File: src/rtl/mem_req_frontend.sv
// Core request front-end: splits one request stream into write/read FIFOs, issues to the
// memory controller with outstanding-count limits and read-after-write hazard blocking.
module mem_req_frontend #(
    parameter int DEPTH           = 4,
    parameter int MAX_OUTSTANDING = 8
) (
    input  logic        clk,
    input  logic        rst,
    input  logic        req_valid,
    output logic        req_ready,
    input  logic        req_we,
    input  logic [15:0] req_address,
    input  logic [15:0] req_data,
    output logic        wr_en,
    output logic [15:0] wr_address,
    output logic [15:0] wr_data,
    input  logic        wr_ret_ack,
    input  logic [15:0] wr_ret_address,
    output logic        rd_en,
    output logic [15:0] rd_address,
    input  logic        rd_ret_ack,
    input  logic [15:0] rd_ret_address,
    input  logic [15:0] rd_ret_data,
    output logic        wr_resp_valid,
    output logic [15:0] wr_resp_address,
    output logic        rd_resp_valid,
    output logic [15:0] rd_resp_address,
    output logic [15:0] rd_resp_data,
    output logic        idle,
    output logic        err
);
    localparam int         AW      = $clog2(DEPTH);
    localparam logic [7:0] MAX_CNT = 8'(MAX_OUTSTANDING);
    localparam logic [AW:0] PTR_ONE = (AW+1)'(1);

    logic [15:0] wmem_addr [DEPTH];
    logic [15:0] wmem_data [DEPTH];
    logic [15:0] rmem_addr [DEPTH];
    logic [AW:0] w_wp, w_rp, r_wp, r_rp;
    logic [AW:0] w_count;
    logic [7:0]  wr_cnt, rd_cnt, wr_cnt_nxt, rd_cnt_nxt;
    logic        w_empty, w_full, r_empty, r_full;
    logic        w_push, r_push, w_pop, r_pop, conflict;
    logic [AW-1:0] idx;

    assign w_empty = (w_wp == w_rp);
    assign r_empty = (r_wp == r_rp);
    assign w_full  = (w_wp == {~w_rp[AW], w_rp[AW-1:0]});
    assign r_full  = (r_wp == {~r_rp[AW], r_rp[AW-1:0]});
    assign w_count = w_wp - w_rp;

    assign req_ready = req_we ? !w_full : !r_full;
    assign w_push    = req_valid && req_ready && req_we;
    assign r_push    = req_valid && req_ready && !req_we;
    assign idle      = w_empty && r_empty && (wr_cnt == 8'd0) && (rd_cnt == 8'd0);

    // Hazard check uses pre-pop state, so a write leaving the FIFO this cycle still blocks.
    always_comb begin
        conflict = 1'b0;
        idx      = '0;
        for (int i = 0; i < DEPTH; i++) begin
            idx = w_rp[AW-1:0] + AW'(i);
            if (((AW+1)'(i) < w_count) && (wmem_addr[idx] == rmem_addr[r_rp[AW-1:0]]))
                conflict = 1'b1;
        end
    end

    assign w_pop = !w_empty && (wr_cnt < MAX_CNT);
    assign r_pop = !r_empty && (rd_cnt < MAX_CNT) && (wr_cnt == 8'd0) && !conflict;

    always_comb begin
        wr_cnt_nxt = wr_cnt;
        if (w_pop && !wr_ret_ack)
            wr_cnt_nxt = wr_cnt + 8'd1;
        else if (!w_pop && wr_ret_ack && (wr_cnt != 8'd0))
            wr_cnt_nxt = wr_cnt - 8'd1;
    end

    always_comb begin
        rd_cnt_nxt = rd_cnt;
        if (r_pop && !rd_ret_ack)
            rd_cnt_nxt = rd_cnt + 8'd1;
        else if (!r_pop && rd_ret_ack && (rd_cnt != 8'd0))
            rd_cnt_nxt = rd_cnt - 8'd1;
    end

    always_ff @(posedge clk) begin
        if (w_push) begin
            wmem_addr[w_wp[AW-1:0]] <= req_address;
            wmem_data[w_wp[AW-1:0]] <= req_data;
        end
        if (r_push)
            rmem_addr[r_wp[AW-1:0]] <= req_address;
    end

    always_ff @(posedge clk or posedge rst) begin
        if (rst) begin
            w_wp            <= '0;
            w_rp            <= '0;
            r_wp            <= '0;
            r_rp            <= '0;
            wr_cnt          <= 8'd0;
            rd_cnt          <= 8'd0;
            err             <= 1'b0;
            wr_en           <= 1'b0;
            wr_address      <= 16'd0;
            wr_data         <= 16'd0;
            rd_en           <= 1'b0;
            rd_address      <= 16'd0;
            wr_resp_valid   <= 1'b0;
            wr_resp_address <= 16'd0;
            rd_resp_valid   <= 1'b0;
            rd_resp_address <= 16'd0;
            rd_resp_data    <= 16'd0;
        end else begin
            if (w_push) w_wp <= w_wp + PTR_ONE;
            if (r_push) r_wp <= r_wp + PTR_ONE;
            if (w_pop) begin
                w_rp       <= w_rp + PTR_ONE;
                wr_address <= wmem_addr[w_rp[AW-1:0]];
                wr_data    <= wmem_data[w_rp[AW-1:0]];
            end
            if (r_pop) begin
                r_rp       <= r_rp + PTR_ONE;
                rd_address <= rmem_addr[r_rp[AW-1:0]];
            end
            wr_en  <= w_pop;
            rd_en  <= r_pop;
            wr_cnt <= wr_cnt_nxt;
            rd_cnt <= rd_cnt_nxt;
            if ((wr_ret_ack && (wr_cnt == 8'd0)) || (rd_ret_ack && (rd_cnt == 8'd0)))
                err <= 1'b1;
            wr_resp_valid <= wr_ret_ack;
            rd_resp_valid <= rd_ret_ack;
            if (wr_ret_ack)
                wr_resp_address <= wr_ret_address;
            if (rd_ret_ack) begin
                rd_resp_address <= rd_ret_address;
                rd_resp_data    <= rd_ret_data;
            end
        end
    end
endmodule
File: config.mk
export PLATFORM = sky130hd
export DESIGN_NAME = mem_req_frontend
export DESIGN_NICKNAME = d
export VERILOG_FILES = /design/src/rtl/mem_req_frontend.sv
export SDC_FILE = /design/constraint.sdc
export NUM_CORES = 1
export LEC_CHECK = 0
export CAP_MARGIN = 10
export CORE_MARGIN = 2
export CORE_UTILIZATION = 55
export CTS_CLUSTER_SIZE = 14
export DETAILED_ROUTE_END_ITERATION = 10
export PLACE_DENSITY = 0.8
export SLEW_MARGIN = 5
export SYNTH_ARGS = -nofsm -noshare
export SYNTH_HDL_FRONTEND = slang
export SYNTH_SLANG_ARGS = --single-unit
File: constraint.sdc
create_clock -name clk -period 5.4 [get_ports clk]
set_input_delay 0.54 -clock clk [delete_from_list [all_inputs] [get_ports clk]]
set_output_delay 0.54 -clock clk [all_outputs]
set_load 0.03 [all_outputs]
==> results by group, run 1 <==
Placement
  • Final RePlAce weighted congestion: 0.818
  • Post-detail-place hpwl: 20.4 mm
  • I/O Buffers: 188

Floorplan
  • Die height: 166 um
  • Rows: 59
  • Core Box Area: 26000 um^2
  • Die ar.: 27700 um^2
  • Die Span X: 166 um
  • Starting Density: 55.8%
  • I/O pin cnt: 189

Yosys
  • Register area share after synthesis: 62.0%
  • Post-synth EDFFs: 192
  • Yosys cell types: 44
  • Ranking of synthesized cells by area: edfxtp_1 40%, dfrtp_1 22%, mux4_2 14%
  • Post-synthesis cell area: 14500 um^2
  • Yosys warnings: 0
  • Post-synth top area share: 39.8%
  • Async set-or-reset flop fraction in the synthesized netlist: 40.2%
  • Top FF cell, synth: edfxtp_1
  • Synthesized area per cell: 17.7 um^2
  • Area leader, netlist: edfxtp_1
  • Post-Synthesis Cells: 817
  • Synth Register Bits: 321
  • Syn Nets: 930

STA
  • Final max-slew violation count: 0
  • Fin crit share: 86.4%
  • Max_slew headroom: 38.3%
  • Max Freq: 0.214 GHz
  • Final Hold Fails: 0
  • Setup_tns: 0 ps
  • Min cycle time layout: 4670 ps
  • Final setup fails: 0
  • Post-Route Skew: 17.4 ps
  • RSZ-0062 raised after global routing: no
  • Slew @ Worst Pin: 924 ps

Setup path
  • Delay-heaviest family, CP: simple AND/OR/NAND/NOR gates
  • Slowest stage delay, CP: 540 ps
  • Slowest CP cell: mux4_2
  • Type of destination of the critical path: register
  • Critical path launch point type: register
  • Crit-path cells: ha_1, buf_12, mux4_2, xnor2_1, nand4_1, nor4_2, nand2_1, nand4_2, or2_2, ha_1, a21o_1, a21oi_1, o21bai_1, a21oi_1, o21a_1, nor2_1, mux2_2, mux2i_1
  • Worst flop-to-flop path startpoint: w_rp[0]
  • FF-to-FF setup slack: 730 ps
  • Buf+Inv Stages, Crit Path: 1
  • Crit-path max FO: 33
  • Reg2reg end: rd_cnt[7]
  • Crit Path Class: register to register
  • Required @ worst endpoint: 5820 ps
  • Reg2Reg Depth: 18
  • Arr. time, crit path: 5090 ps

Global routing
  • First-pass GRT wire length: 49.5 mm
  • Initial antenna violation count: 0
  • Vias in the first global route: 8563
  • Pin count of the biggest net entering global routing: 94
  • Remaining Overflow, GRT: 0
  • Total Routing Usage GR: 23.2%

Worst hold path
  • Hold_sp: wr_cnt[7]
  • Hold Path Stages: 1
  • Hold Path Sink: wr_cnt[7]
  • Worst min-delay path class: register to register

Clocking
  • # H-tree levels: 2
  • Clock Tree Root: clkbuf_16
  • Reg clk slew, reported paths: 60 ps
  • Inserted Clock Buffers: 34
  • Post-CTS Hold Buffers: 0
  • CTS tree: done
  • Clock Path Buffers: 3
  • Post-CTS setup buffers: 0
  • Cts repair resizes: 0
  • CTS Sinks: 321
  • Worst-Skew Late Latency: 510 ps

Drt
  • Routed via count: 8153
  • Routed len/inst: 22.7 um
  • DRC: 0
  • DR pass1 iterations: 5
  • Final ANT Viol Nets: 0
  • Vias per cell: 5.93
  • Initial DRC Count: 832
  • Drt total wl: 31.2 mm

Pwr
  • Cell leakage power: 0.00641 uW
  • Maximum vdd drop: 299 uV
  • Pwr dens: 510 nW/um^2

Final layout
  • Nets: 1129
  • Layout cells sized above 1: 24.7%
  • Filler cells: 1697
  • Multi-input combinational cell area: 5240 um^2
  • Number of diodes: 0
  • Core Util, Final: 68.4%
  • Reg area: 9000 um^2
  • Area Growth Syn to Fin: 22.6%

Outcome
  • Run status: complete, no violations

Run
  • Max-cap violations: 0
cells by family after synthesis:
group           Yosys count  synth area share (%)
flops                   321                  62.0
mux                     201                  23.1
xor+xnor                 90                  5.57
simple gates             85                  3.18
buf+inv                  53                  1.90
compound gates           40                  1.68
fa+ha+maj                27                  2.49
Yosys cell counts, types with 6 or more instances:
cell,instances
edfxtp_1,192
dfrtp_1,129
mux2_2,93
mux4_2,92
xnor2_1,67
ha_1,24
xor2_1,22
a21oi_1,21
nor2_1,16
inv_1,15
nand2_1,15
nand4_1,12
and2_1,10
clkbuf_1,10
buf_2,9
nand3_1,9
buf_1,8
mux2_1,8
buf_4,7
nor3_1,6
stage by stage:
| step | total power, uW | worst slack, ps | instance area, um^2 | std cells | hold WS [ps] |
|---|---|---|---|---|---|
| 2_1_floorplan | 5860 | 920 | 14500 | 817 | 443 |
| 3_3_place_gp | 6820 | 880 | 16700 | 1315 | 462 |
| 3_5_place_dp | 6890 | 787 | 16700 | 1315 | 461 |
| 4_1_cts | 9150 | 742 | 17800 | 1376 | 471 |
| 5_1_grt | 9520 | 351 | 17800 | 1376 | 505 |
| 6_report | 9070 | 733 | 17800 | 1376 | 468 |
worst max-delay path by stage:
| stage | cells after the start | start | endpoint | slack [ps] |
|---|---|---|---|---|
| after floorplan | 19 | w_rp[1] | rd_cnt[7] | 920 |
| after global placement | 18 | w_rp[0] | rd_cnt[7] | 880 |
| after detailed placement | 17 | r_rp[0] | rd_cnt[7] | 790 |
| after CTS | 18 | w_rp[0] | rd_cnt[7] | 740 |
| after global routing | 17 | r_rp[0] | rd_cnt[7] | 350 |
| final | 18 | w_rp[0] | rd_cnt[7] | 730 |
registers in the layout, summed over array words and instances (netlist names), 3 cells and up:
register and count:
rmem_addr 64, wmem_addr 64, wmem_data 64, rd_address 16, rd_resp_address 16, rd_resp_data 16, wr_address 16, wr_data 16
wr_resp_address 16, rd_cnt 8, wr_cnt 8, r_rp 3, r_wp 3, w_rp 3, w_wp 3
cell usage in the layout (no fill, tap or decap), types with 2 or more instances in the layout:
cell	count
a21o_1	2
a21oi_1	21
a22o_1	4
and2_1	10
and3_1	3
buf_12	2
buf_4	11
bufinv_16	2
clkbuf_1	5
clkbuf_16	35
clkdlybuf4s50_1	187
clkinv_1	8
clkinv_2	6
clkinv_4	2
dfrtp_1	127
edfxtp_1	192
fa_1	3
ha_1	24
inv_1	14
inv_6	2
mux2_1	8
mux2_2	93
mux2i_1	4
mux4_1	4
mux4_2	92
nand2_1	15
nand3_1	9
nand4_1	12
nand4_2	2
nor2_1	16
nor3_1	6
nor4_1	4
o21ai_0	4
o21bai_1	5
xnor2_1	67
xor2_1	22
layer usage:
| layer | track usage (%) | part of all wire, % | vias up |
|---|---|---|---|
| li1 | - | - | 3576 |
| met1 | 31.4 | 41 | 4196 |
| met2 | 38.5 | 49 | 322 |
| met3 | 4.67 | 6.8 | 59 |
| met4 | 7.23 | 2.8 | 0 |
| met5 | 0 | 0 | - |
layout make-up:
type                    count  area share (%)
inverters                  15           0.345
repair buffers            201            11.2
multi-input cells         443            29.5
flip-flops and latches    321            50.6
clock buffers              41            5.11
clock inverters            20           0.866
well taps                 335            2.36
power by group:
part           leakage (uW)  total (uW)  switching, uW  internal (uW)
combinational       0.00261        3530           1810           1720
clock              0.000522        2220            922           1300
sequential          0.00328        3320            264           3060
total               0.00641        9070           3000           6070
(Power assumes the default switching activity.)
==> inputs of run 2 (changes only) <==
CTS_CLUSTER_DIAMETER = 150   (was unset)
==> run 2 against run 1 <==
  * Sequential share of layout area rose by 0.92 points
  * Global-route usage shrank 0.67 points
  * Routed wire length fell by 2.1%
  * Sequential cell count unchanged
  * Maximum frequency up 0.85%
  * Hold slack improved by 1.3 ps
  * Non-clock buffer count unchanged
  * Critical path depth fell by 1
  * Largest power group unchanged
==> results by group, run 2 (synthesis results as in run 1) <==
Outcome
  • Run status: complete, no violations

Setup path
  • Crit-path max FO: 14
  • Critical path launch point type: register
  • Crit Path Class: register to register
  • FF-to-FF setup slack: 770 ps
  • Required @ worst endpoint: 5880 ps
  • Arr. time, crit path: 5100 ps
  • Type of destination of the critical path: register

Global routing
  • Initial antenna violation count: 0
  • Total Routing Usage GR: 22.5%
  • Vias in the first global route: 8406
  • Remaining Overflow, GRT: 0
  • First-pass GRT wire length: 48.8 mm
  • Pin count of the biggest net entering global routing: 94

Pwr
  • Pwr dens: 490 nW/um^2
  • Maximum vdd drop: 393 uV
  • Cell leakage power: 0.00624 uW
  • Power Total: 8560 uW

Placement
  • Post-detail-place hpwl: 20.4 mm
  • Place WS: 787 ps
  • I/O Buffers: 188
  • Final RePlAce weighted congestion: 0.818

Floorplan
  • Starting Density: 55.8%
  • Rows: 59
  • Die height: 166 um
  • Die ar.: 27700 um^2
  • Die Span X: 166 um
  • I/O pin cnt: 189
  • Core Box Area: 26000 um^2

Drt
  • Top layer in use: met4
  • Initial DRC Count: 723
  • Wire length on met3: 1.84 mm
  • Final ANT Viol Nets: 0
  • DRC: 0
  • Drt total wl: 30.5 mm
  • DR pass1 iterations: 7
  • Wire length on met1: 12.7 mm
  • Vias per cell: 5.93
  • Routed via count: 8081
  • Wire length on met2: 15.2 mm
  • Routed len/inst: 22.4 um

Final layout
  • Layout cells sized above 1: 23.1%
  • Most common cell after layout, fill and taps aside: edfxtp_1
  • Most frequent cells in the layout: 192 x edfxtp_1, 187 x clkdlybuf4s50_1, 127 x dfrtp_1
  • Area Growth Syn to Fin: 20.4%
  • Multi-input combinational cell area: 5240 um^2
  • Nets: 1121
  • Number of diodes: 0
  • Reg area: 9000 um^2
  • Filler cells: 1723

Clocking
  • # H-tree levels: 1
  • Post-CTS setup buffers: 0
  • Cts repair resizes: 0
  • CTS Sinks: 321
  • Inserted Clock Buffers: 26
  • Clock Path Buffers: 3
  • Post-CTS Hold Buffers: 0
  • Clock Tree Root: clkbuf_16
  • CTS tree: done
  • Worst-Skew Late Latency: 550 ps
  • Reg clk slew, reported paths: 80 ps

STA
  • Post-Route Skew: 14.7 ps
  • Final Hold Fails: 0
  • RSZ-0062 raised after global routing: no
  • Fin crit share: 85.7%
  • Final max-slew violation count: 0
  • Max Freq: 0.216 GHz
  • Post-route worst setup slack: 772 ps
  • Setup_tns: 0 ps
  • Final setup fails: 0
  • Slew @ Worst Pin: 898 ps
  • Max_slew headroom: 40.0%
  • Min cycle time layout: 4630 ps

Worst hold path
  • Worst min-delay path class: register to register

Run
  • Max-cap violations: 0
## run 2: cell count changes in the layout (fill, tap and decap cells not counted), sizes merged
cell | previous run | this run
inv | 16 | 15
clkbuf | 41 | 46
bufinv | 2 | 0
clkinv | 16 | 1
clkinvlp | 1 | 0
## run 2: stage by stage
stage	utilization, %	instance area [um^2]	cells	hold slack (ps)
finish	67.2	17500	1362	469
global route	67.2	17500	1362	507
CTS	67.2	17500	1362	473
detailed placement	64.3	16700	1315	461
global placement	64.3	16700	1315	462
floorplan	-	14500	817	443
## run 2: area by class of cell
| cell class | instances | share of cell area, % |
|---|---|---|
| sequential | 321 | 51.5 |
| multi-input combinational | 443 | 30.0 |
| timing repair buffer | 201 | 11.5 |
| clock buffer | 46 | 4.18 |
| tap | 335 | 2.40 |
| inverter | 15 | 0.351 |
| clock inverter | 1 | 0.0932 |
## run 2: critical path, stage by stage (launching register included)
cell and delay (ps):
dfrtp_1 490, buf_4 340, mux4_1 780, xnor2_1 290, nand4_1 130, nor3_1 350, a21oi_1 160, nand4_2 190
or2_2 230, ha_1 250, a21o_1 170, a21oi_1 210, o21bai_1 90, a21oi_1 220, o21a_1 180, nor2_1 50
mux2_2 280, mux2i_1 130
## run 2: worst paths after layout
kind,to,depth (start not counted),from
setup / recovery,rd_cnt[7],17,r_rp[0]
setup reg to reg,rd_cnt[7],17,r_rp[0]
hold reg to reg,wr_cnt[7],1,wr_cnt[7]
max in group asynchronous,wr_address[8],3,rst
min in group asynchronous,rd_resp_address[0],2,rst
hold / removal,wr_cnt[7],1,wr_cnt[7]
## run 2: power breakdown
group | internal [uW] | switching [uW] | total (uW)
Combinational | 1720 | 1790 | 3510
Sequential | 3060 | 262 | 3320
Clock | 912 | 820 | 1730
Total | 5680 | 2870 | 8560
## run 2: per-layer routing
layer / track usage (%) / vias up
met3: 3.60 / 53
li1: - / 3558
met4: 6.41 / 0
met2: 37.5 / 305
met5: 0 / -
met1: 31.3 / 4165
==> inputs of run 3 (changes only) <==
HOLD_SLACK_MARGIN = 0.15   (was unset)
==> results of run 3 <==
No change in the layout: final DEF, timing and power equal those of run 2.
